### src/rtl/seq_shifter.sv
// seq_shifter: multi-cycle SLL/SRL/SRA/ROTL unit, up to STEP bits per cycle.
// Start/Busy/Done handshake; Out holds the last completed result.
module seq_shifter #(
  parameter  int N       = 32,
  parameter  int STEP    = 4,
  localparam int SHAMT_W = $clog2(N)
) (
  input  logic               Clk,
  input  logic               Rst_n,
  input  logic               Start,
  input  logic [N-1:0]       In,
  input  logic [SHAMT_W-1:0] Shamt,
  input  logic [1:0]         Mode,
  output logic               Busy,
  output logic               Done,
  output logic [N-1:0]       Out
);

  typedef enum logic [1:0] {
    IDLE  = 2'd0,
    SHIFT = 2'd1,
    DONE  = 2'd2
  } state_e;

  localparam logic [1:0] M_SLL = 2'd0;
  localparam logic [1:0] M_SRL = 2'd1;
  localparam logic [1:0] M_SRA = 2'd2;

  localparam logic [SHAMT_W:0] STEP_K = (SHAMT_W+1)'(STEP);

  state_e             state_q, state_d;
  logic [N-1:0]       w_q, w_d;
  logic [N-1:0]       out_q, out_d;
  logic [SHAMT_W-1:0] r_q, r_d;
  logic [1:0]         m_q, m_d;

  logic [SHAMT_W:0]   k;
  logic [N-1:0]       w_sh;
  logic [2*N-1:0]     rot;

  // One step of the datapath: shift W by min(R, STEP) in the captured mode
  always_comb begin
    k   = ({1'b0, r_q} > STEP_K) ? STEP_K : {1'b0, r_q};
    rot = {w_q, w_q} << k;
    unique case (m_q)
      M_SLL:   w_sh = w_q << k;
      M_SRL:   w_sh = w_q >> k;
      M_SRA:   w_sh = $signed(w_q) >>> k;
      default: w_sh = rot[2*N-1:N];
    endcase
  end

  always_comb begin
    state_d = state_q;
    w_d     = w_q;
    r_d     = r_q;
    m_d     = m_q;
    out_d   = out_q;
    unique case (state_q)
      IDLE: begin
        if (Start) begin
          w_d = In;
          r_d = Shamt;
          m_d = Mode;
          if (Shamt == '0) begin
            state_d = DONE;
            out_d   = In;
          end else begin
            state_d = SHIFT;
          end
        end
      end
      SHIFT: begin
        w_d = w_sh;
        r_d = r_q - k[SHAMT_W-1:0];
        if ({1'b0, r_q} <= STEP_K) begin
          state_d = DONE;
          out_d   = w_sh;
        end
      end
      DONE:    state_d = IDLE;
      default: state_d = IDLE;
    endcase
  end

  always_ff @(posedge Clk) begin
    if (!Rst_n) begin
      state_q <= IDLE;
      w_q     <= '0;
      r_q     <= '0;
      m_q     <= '0;
      out_q   <= '0;
    end else begin
      state_q <= state_d;
      w_q     <= w_d;
      r_q     <= r_d;
      m_q     <= m_d;
      out_q   <= out_d;
    end
  end

  assign Busy = (state_q != IDLE);
  assign Done = (state_q == DONE);
  assign Out  = out_q;

endmodule

### config.mk
export PLATFORM = sky130hd
export DESIGN_NAME = seq_shifter
export DESIGN_NICKNAME = d
export VERILOG_FILES = /design/src/rtl/seq_shifter.sv
export SDC_FILE = /design/constraint.sdc
export NUM_CORES = 1
export LEC_CHECK = 0
export ABC_AREA = 1
export CAP_MARGIN = 10
export CORE_MARGIN = 2
export CORE_UTILIZATION = 55
export DETAILED_ROUTE_END_ITERATION = 12
export PLACE_DENSITY_LB_ADDON = 0.2
export SKIP_LAST_GASP = 1
export SLEW_MARGIN = 20
export SYNTH_ARGS = -nofsm -noshare
export SYNTH_HDL_FRONTEND = slang
export SYNTH_SLANG_ARGS = --single-unit
### constraint.sdc
create_clock -name Clk -period 4.5 [get_ports Clk]
set_input_delay 0.9 -clock Clk [delete_from_list [all_inputs] [get_ports Clk]]
set_output_delay 0.9 -clock Clk [all_outputs]
set_load 0.01 [all_outputs]
==> reports/qor.csv <==
metric,value,unit
outcome,completed,
route.detailed.wl_per_inst,16.35,um
number_of_hold_violations_in_the_final_report,0,
timing.critical_path.fanout_max,64,
finalSetupTns,0,ns
cell_by_cell_trace_of_the_critical_path,nor2_4 -> nand2_2 -> inv_2 -> nor2_1 -> o31ai_1 -> nand3_1 -> inv_2 -> o21ai_0 -> a21oi_1,
grt_start_max_net_pins,65,
numCtsBuffers,9,
drtPass1Iterations,8,
area_fraction_of_the_dominant_cell_type_after_synthesis,27.00,%
ys_warn_count,0,
clock.fmax,351.8,MHz
synth_async_sr_flop_share,0,%
tritoncts,yes,
grt_antenna_before_repair,0,
start_util,55.89,%
io_buffers,75,
final_period_utilization,63.17,%
drc,0,
dieWidth,103.2,um
grt.overflow.total,0,
worst_slew_margin_rel,32.92,%
synth.distinct_cells,38,
yosys-top-cells-area,"sky130_fd_sc_hd__dfxtp_1, sky130_fd_sc_hd__nand2_1, sky130_fd_sc_hd__nand3_1, sky130_fd_sc_hd__a21oi_1, sky130_fd_sc_hd__o21ai_0",
synth_most_common_cell,sky130_fd_sc_hd__nand2_1,
post_drt_via_cell_ratio,5.940,
cts.sinks,73,
num_io_pins,76,
grt_pass1_wl,28.21,mm
unrepaired_setup_endpoints_after_global_routing,false,
timing.hold.worst.class,reg2reg,
fin_skew,0.01430,ns
drt_wl_total,17.92,mm
power_per_cell_area,356.8,nW/um^2
detailedRoute.firstIterationViolations,1127,
worst-path-buf-inv,2,
synth-seq-area-share,27.00,%
core,9684,um^2
std_cell_rows,36,
timing.final.setup_violations,0,
post_cts_hold_buffer_count,0,
timing.final.max_slew_violations,0,
post_synth_most_frequent_cells,"sky130_fd_sc_hd__nand2_1, sky130_fd_sc_hd__nand3_1, sky130_fd_sc_hd__a21oi_1",
longest_individual_stage_delay_on_the_worst_path,0.67,ns
crit_path_kind,reg2reg,
yosys_most_used_dff,sky130_fd_sc_hd__dfxtp_1,
cts-root-to-sink-buffers,2,
syn_area,5413,um^2
syn_to_final_growth,15.93,%
grt_util_all_layers,34.11,%
crit_family,buffers and inverters,
ctsHtreeMaxLevel,3,
post-cts-setup-buffers,0,
synthCells,927,
diodes,0,
drv.max_cap_violation_count,0,
first_global_vias,5648,
p_leak,2.812,nW
floorplan.die_area,10650,um^2
post_layout_net_count,1001,
routed-via-count,6510,
layout_min_cycle_time,2.843,ns
globalplace.congestion,0.9577,
synth-seq-cells,73,
synth_area_leader_cell,sky130_fd_sc_hd__dfxtp_1,
transition_time_of_the_tightest_slew_check_pin,1.006,ns
worstSetupStartpointType,register,
vdd_drop_max,227.8,uV
syn_area_per_cell,5.839,um^2
cts_repair_resize_count,0,
totalPowerFinal,2.239,mW
antenna_violating_nets_post_route,0,
clock_tree.root_cell,sky130_fd_sc_hd__clkbuf_8,
hpwlAfterDp,12.22,mm
clkLatencyLatePin,0.36,ns
fp.dieH,103.2,um
timing.critical_path.to_type,register,
critPathMostFrequentCell,sky130_fd_sc_hd__inv_2,
drive_above_1_share,7.269,%
crit_required,4.78,ns
timing.critical_path.arrival,3.12,ns
clk_pin_slew,0.09,ns
synth_enable_flop_cells,0,
synth_nets,970,
cpMaxStageDelayCell,sky130_fd_sc_hd__inv_2,
## metal layers
layer / part of all wire [%] / vias up / routed length, um / GRT usage (%)
met3: 13 / 46 / 2373 / 9.812
met1: 45 / 2865 / 8026 / 51.33
met4: 2.2 / 0 / 394 / 11.34
met2: 40 / 413 / 7126 / 46.25
met5: 0 / - / 0 / 0
li1: - / 3186 / - / -
## power breakdown
group | internal [mW] | leakage (nW) | switching, mW | total [mW]
registers | 0.719 | 0.602 | 0.0704 | 0.789
clock network | 0.218 | 0.0863 | 0.267 | 0.486
logic | 0.331 | 2.12 | 0.633 | 0.964
total | 1.27 | 2.81 | 0.970 | 2.24
## sequential cells by signal (all words and copies together) (netlist names)
signal	flops
Out	32
w_q	32
r_q	5
m_q	2
state_q	2
## tightest hold or removal path: cells and delay by family (launching register included)
| kind | cells | cell delay (ns) |
|---|---|---|
| flops | 1 | 0.35 |
| simple gates | 1 | 0.08 |
| compound gates | 1 | 0.06 |
## per-stage QoR
step | util (%) | area [um^2] | std cells | setup WS (ns) | hold WS (ns)
2_1_floorplan | - | 5413 | 927 | 2.453 | 0.4698
3_3_place_gp | 62.95 | 6096 | 1080 | 1.527 | 0.4936
3_5_place_dp | 62.95 | 6096 | 1080 | 1.437 | 0.5075
4_1_cts | 64.79 | 6275 | 1096 | 1.734 | 0.5205
5_1_grt | 64.79 | 6275 | 1096 | 1.415 | 0.5463
6_report | 64.79 | 6275 | 1096 | 1.657 | 0.5232
## final timing paths
check,start,end,slack [ns],cells after the start
worst max-delay path,r_q[4],Out[16],1.66,9
worst min-delay path,r_q[2],r_q[2],0.52,2
worst min register to register,r_q[2],r_q[2],0.52,2
worst max register to register,r_q[4],Out[16],1.66,9
## layout by cell type (no fill, tap or decap), drive strengths merged
cell             n
nand2          259
nand3b           1
nand4           20
clkdlybuf4s50   74
o221ai           1
o211ai           3
and2             1
o32ai            1
or2             27
o22ai            1
xor2             1
a31oi            2
ha               1
o31ai            1
buf              8
inv             66
o21a             2
nor2            43
conb             1
dfxtp           73
o2111ai          1
a22oi            1
a21oi           91
clkinv           1
clkbuf          11
nand3          178
o21bai           1
nor3             3
o21ai           88
clkinvlp         2
## area by class of cell
type                       instances  area (um^2)
sequential                        73         1461
multi-input combinational        728         3430
tap                              133        166.4
inverter                          64        240.2
timing repair buffer              82        798.3
clock buffer                      11        141.4
fill                             974         3410
clock inverter                     5        37.54
## cell families (layout without fill, tap and decap cells)
group                      after synthesis  after routing  share of synthesized area [%]
and+or+nand+nor                        532            532                          44.27
AOI/OAI and AO/OA                      193            193                          18.49
buffers and inverters                  126            162                          9.778
DFF                                     73             73                          27.00
adders and majority gates                1              1                         0.2311
other                                    1              1                        0.06928
xor gates and xnor gates                 1              1                         0.1618
Note: power is estimated with default switching activity, not from simulation.
